$ cat src/rtl/fetch_queue.sv
// Instruction fetch stage: issues reads to a 1-cycle synchronous instruction memory and queues returned words with their PCs.
// Latency: issue at cycle N, push at the end of N+1, so the head is valid at N+2. Redirect flushes and refetches the cycle after.
// Backpressure: a read issues only while (fifo_count + inflight) < DEPTH. inst_ready only drains the head, so the FIFO never overflows.
module fetch_queue #(
  parameter int              XLEN     = 64,
  parameter int              DEPTH    = 4,
  parameter int              IMEM_AW  = 8,
  parameter logic [XLEN-1:0] RESET_PC = '0
) (
  input  logic                       clk,
  input  logic                       reset,
  output logic                       imem_en,
  output logic [IMEM_AW-1:0]         imem_addr,
  input  logic [31:0]                imem_rdata,
  input  logic                       redirect_valid,
  input  logic [XLEN-1:0]            redirect_pc,
  output logic                       inst_valid,
  input  logic                       inst_ready,
  output logic [31:0]                inst,
  output logic [XLEN-1:0]            inst_pc,
  output logic                       misalign_err,
  output logic [$clog2(DEPTH):0]     fifo_count
);

  localparam int PW = $clog2(DEPTH);
  localparam int CW = PW + 1;
  localparam logic [CW-1:0] DEPTH_C = CW'(DEPTH);
  localparam logic [31:0]   NOP     = 32'h0000_0013;

  // Read-tracking state: WAIT means a memory response arrives this cycle
  localparam logic [0:0] IDLE = 1'b0;
  localparam logic [0:0] WAIT = 1'b1;

  logic [0:0]      state;
  logic            inflight;
  logic [XLEN-1:0] fetch_pc;
  logic [XLEN-1:0] tag_pc;
  logic [31:0]     mem_inst [DEPTH];
  logic [XLEN-1:0] mem_pc   [DEPTH];
  logic [PW-1:0]   wr_ptr;
  logic [PW-1:0]   rd_ptr;
  logic [CW-1:0]   count;
  logic            mis_q;
  logic            push;
  logic            pop;

  assign inflight = (state == WAIT);

  // Outstanding read counts as an occupied slot; a same-cycle pop does not free one
  assign imem_en   = !reset && !redirect_valid && ((count + CW'(inflight)) < DEPTH_C);
  assign imem_addr = fetch_pc[IMEM_AW+1:2];

  // A redirect kills both the returning response and any consumer handshake
  assign push = inflight && !redirect_valid;
  assign pop  = (count != '0) && inst_ready && !redirect_valid;

  assign inst_valid   = (count != '0);
  assign inst         = inst_valid ? mem_inst[rd_ptr] : NOP;
  assign inst_pc      = inst_valid ? mem_pc[rd_ptr] : '0;
  assign fifo_count   = count;
  assign misalign_err = mis_q;

  // Fetch PC, response tag and in-flight state; redirect overrides issue
  always_ff @(posedge clk) begin
    if (reset) begin
      fetch_pc <= RESET_PC;
      tag_pc   <= '0;
      state    <= IDLE;
    end else if (redirect_valid) begin
      fetch_pc <= {redirect_pc[XLEN-1:2], 2'b00};
      state    <= IDLE;
    end else if (imem_en) begin
      tag_pc   <= fetch_pc;
      fetch_pc <= fetch_pc + XLEN'(4);
      state    <= WAIT;
    end else begin
      state    <= IDLE;
    end
  end

  // FIFO payload storage; contents are only observed through valid slots
  always_ff @(posedge clk) begin
    if (push && !reset) begin
      mem_inst[wr_ptr] <= imem_rdata;
      mem_pc[wr_ptr]   <= tag_pc;
    end
  end

  // FIFO pointers and occupancy; reset and redirect both empty the queue
  always_ff @(posedge clk) begin
    if (reset || redirect_valid) begin
      wr_ptr <= '0;
      rd_ptr <= '0;
      count  <= '0;
    end else begin
      if (push) wr_ptr <= wr_ptr + PW'(1);
      if (pop)  rd_ptr <= rd_ptr + PW'(1);
      case ({push, pop})
        2'b10:   count <= count + CW'(1);
        2'b01:   count <= count - CW'(1);
        default: count <= count;
      endcase
    end
  end

  // One-cycle pulse after a redirect to a non-word-aligned target
  always_ff @(posedge clk) begin
    if (reset) mis_q <= 1'b0;
    else       mis_q <= redirect_valid && (redirect_pc[1:0] != 2'b00);
  end

endmodule

$ cat config.mk
export PLATFORM = sky130hd
export DESIGN_NAME = fetch_queue
export DESIGN_NICKNAME = d
export VERILOG_FILES = /design/src/rtl/fetch_queue.sv
export SDC_FILE = /design/constraint.sdc
export NUM_CORES = 1
export LEC_CHECK = 0
export ABC_AREA = 1
export CORE_MARGIN = 2
export CORE_UTILIZATION = 50
export CTS_CLUSTER_SIZE = 16
export DETAILED_ROUTE_END_ITERATION = 7
export GPL_TIMING_DRIVEN = 0
export PLACE_DENSITY = 0.71
export SETUP_SLACK_MARGIN = 0.2
export SLEW_MARGIN = 15
export SYNTH_ARGS = -nofsm -noshare
export SYNTH_HDL_FRONTEND = slang
export SYNTH_SLANG_ARGS = --single-unit
$ cat constraint.sdc
create_clock -name clk -period 15.01 [get_ports clk]
set_input_delay 3.002 -clock clk [delete_from_list [all_inputs] [get_ports clk]]
set_output_delay 3.002 -clock clk [all_outputs]
set_load 0.01 [all_outputs]
==> impl_metrics.csv <==
group,metric,value,unit
status,status,"finished clean",
clocking,cts_buffers,52,
worst_setup_path,worstPathArrival,4.94,ns
clocking,cts_max_path_buffers,3,
global_routing,grt_pass1_wl,97700,um
pwr,p_leak,9.51,nW
detailed_routing,highest_layer,"met5",
detailed_routing,wl_per_cell,20.5,um
sta,period_needed,7.94,ns
cells_and_area,regArea,14000,um2
run,cap_viol_max_count,0,
logic_synthesis,synthTopCellsByArea,"edfxtp_1 51%, dfxtp_1 12%, nor2_1 9.0%, o21ai_0 5.7%, nand2_1 5.4%",
global_routing,grt_overflow,0,
logic_synthesis,ys_seq_area_share,63.6,%
pwr,p_per_area,113,nW/um2
sta,worst_pin_slew,0.823,ns
floorplan,fp-row-count,76,
floorplan,core_area,43300,um2
detailed_routing,ant_nets,0,
sta,slew_headroom,45.1,%
clocking,cts_setup_buffers,0,
worst_setup_path,critPathLaunchType,"input port",
cells_and_area,area_growth,22.5,%
floorplan,start_util,50.8,%
cells_and_area,multi_input_area,6850,um2
placement,place_area,25200,um2
logic_synthesis,synthDistinctLibCells,37,
clocking,cts-hold-fix-buffers,0,
sta,setup_ws,7.07,ns
cells_and_area,final_net_count,2681,
clocking,cts_sinks,511,
sta,rsz0062_at_grt,"no",
cells_and_area,final_common_cell,"nor2_1",
clocking,ctsResizeCount,0,
global_routing,grt_usage,28.8,%
placement,port_buffers,205,
detailed_routing,dr_wl_met3,5290,um
detailed_routing,dr.pass1.iters,6,
logic_synthesis,yosysWarnings,0,
global_routing,grt_max_degree,25,
cells_and_area,drive_gt1_share,7.60,%
detailed_routing,vias_per_cell,5.47,
worst_setup_path,cpMostUsedCell,"buf_2",
worst_setup_path,worstSetupEndpointType,"output pin",
cells_and_area,stdcell_area,26900,um2
sta,tns,0,ns
global_routing,grt_pass1_vias,16900,
worst_setup_path,path_cells,"buf_2 -> nor2_8 -> nand3_2 -> inv_1 -> buf_2 -> buf_2 -> clkdlybuf4s50_1",
logic_synthesis,synth_area_per_cell,9.57,um2
cells_and_area,final_cell_mix,"522 x nor2_1, 376 x edfxtp_1, 317 x nand2_1, 249 x o21ai_0, 205 x clkdlybuf4s50_1",
cells_and_area,diodes,0,
worst_setup_path,crit_type,"in -> out",
clocking,cts_tree,"yes",
sta,fin_skew,0.0301,ns
logic_synthesis,synth-seq-cells,511,
logic_synthesis,syn_inst,2297,
logic_synthesis,netlist_area,22000,um2
detailed_routing,wl,65500,um
worst_setup_path,crit_slowest_cell,"clkdlybuf4s50_1",
detailed_routing,routed-via-count,17500,
worst_setup_path,cp_slowest_stage_delay,0.60,ns
clocking,clk_pin_slew,0.06,ns
placement,finalWeightedCongestion,0.988,
floorplan,die_h,214,um
hold_path,worstHoldPathType,"reg -> reg",
logic_synthesis,synth_async_sr_flop_share,0,%
detailed_routing,route.met2.wl,31300,um
hold_path,hold_depth,2,
worst_setup_path,critical_path.max_fanout,10,
logic_synthesis,yosys_most_used_dff,"edfxtp_1",
placement,place_ws,7.07,ns
sta,finalCritPeriodShare,52.9,%
sta,fmax,126,MHz
detailed_routing,m1WireLength,26800,um
placement,hpwlAfterDp,46900,um
global_routing,antenna_found_initial,1,
pwr,vdd_drop_max,0.0896,mV
worst_setup_path,worstPathRequired,12.01,ns
clocking,cts-root-buf,"clkbuf_16",
clocking,cts.htree.levels,2,
floorplan,io_pins,210,
clocking,clock_latency,0.61,ns
detailed_routing,drt_iter0_markers,1660,
pwr,total_power,3.03,mW
logic_synthesis,yosysTopAreaCell,"edfxtp_1",
floorplan,die_area,45700,um2
logic_synthesis,yosysTopAreaCellShare,51.3,%
sta,hold_viol_final,0,
sta,setup_violations,0,
sta,hold_ws,0.487,ns
sta,final_max_slew_viol_count,0,
cells_and_area,nFillCells,3588,
logic_synthesis,synth_edf_count,376,
detailed_routing,remaining_drc_errors,0,
worst_setup_path,worstRegToRegCells,9,
floorplan,chipWidth,214,um
==> layer usage <==
| metal | vias to the layer above | track usage, % |
|---|---|---|
| li1 | 8306 | - |
| met1 | 8320 | 38.8 |
| met2 | 752 | 47.8 |
| met3 | 123 | 4.51 |
| met4 | 2 | 9.58 |
| met5 | - | 0 |
==> stage by stage <==
step	instances	utilization (%)
6_report	3202	62.3
5_1_grt	3202	62.3
4_1_cts	3202	62.3
3_5_place_dp	3105	58.3
3_3_place_gp	3088	57.3
2_1_floorplan	2298	-
==> cell type report <==
cell class              count  share of cell area [%]
flip-flops and latches    511                    51.9
multi-input cells        1494                    25.4
repair buffers            222                    9.13
clock buffers              66                    5.14
well taps                 585                    2.72
inverters                 165                    2.30
plain buffers             128                    2.10
clock inverters            31                    1.26
==> critical path: cells and delay by family <==
family                 cells  cell delay (ns)
and+or+nand+nor            2             0.35
buffers and inverters      5             1.57
==> cell families (layout without fill, tap and decap cells) <==
kind of cell / after synthesis / count (layout) / synth area share [%]
simple gates: 1021 / 1021 / 19.1
flops: 511 / 511 / 63.6
compound gates: 447 / 447 / 10.8
buf+inv: 293 / 612 / 5.39
xor+xnor: 17 / 17 / 0.677
fa+ha+maj: 7 / 7 / 0.432
other cells: 1 / 2 / 0.0171
==> path summary, 6_finish.rpt <==
kind | slack, ns | startpoint | end
max | 7.07 | reset | imem_en
min | 0.49 | rd_ptr[1] | rd_ptr[1]
max reg2reg | 12.77 | fifo_count[0] | fifo_count[2]
min reg2reg | 0.49 | rd_ptr[1] | rd_ptr[1]
==> power breakdown <==
| group | internal, mW | total (mW) | switching [mW] |
|---|---|---|---|
| clock | 0.733 | 1.29 | 0.562 |
| sequential | 1.54 | 1.57 | 0.0291 |
| combinational | 0.0733 | 0.174 | 0.101 |
==> synth_stat cells, types with 5 or more instances <==
| master | number |
|---|---|
| a21oi_1 | 132 |
| a31o_2 | 20 |
| a31oi_1 | 8 |
| buf_1 | 17 |
| buf_2 | 32 |
| buf_4 | 10 |
| clkbuf_1 | 68 |
| dfxtp_1 | 135 |
| edfxtp_1 | 376 |
| ha_1 | 6 |
| inv_1 | 163 |
| nand2_1 | 317 |
| nand2_2 | 7 |
| nand3_1 | 111 |
| nand3b_1 | 8 |
| nand4_1 | 20 |
| nor2_1 | 526 |
| nor2_2 | 14 |
| nor2_4 | 7 |
| nor3_1 | 6 |
| o21ai_0 | 249 |
| o21ai_1 | 22 |
| o21bai_1 | 5 |
| xor2_1 | 15 |
==> sequential cells by signal (all words and copies together), names as in the netlist, named ones only <==
signal	count
misalign_err	1
rd_ptr	2
tag_pc	62
mem_pc	248
fetch_pc	62
inflight	1
mem_inst	128
wr_ptr	2
fifo_count	3
Power figures use the tool's default switching activity.
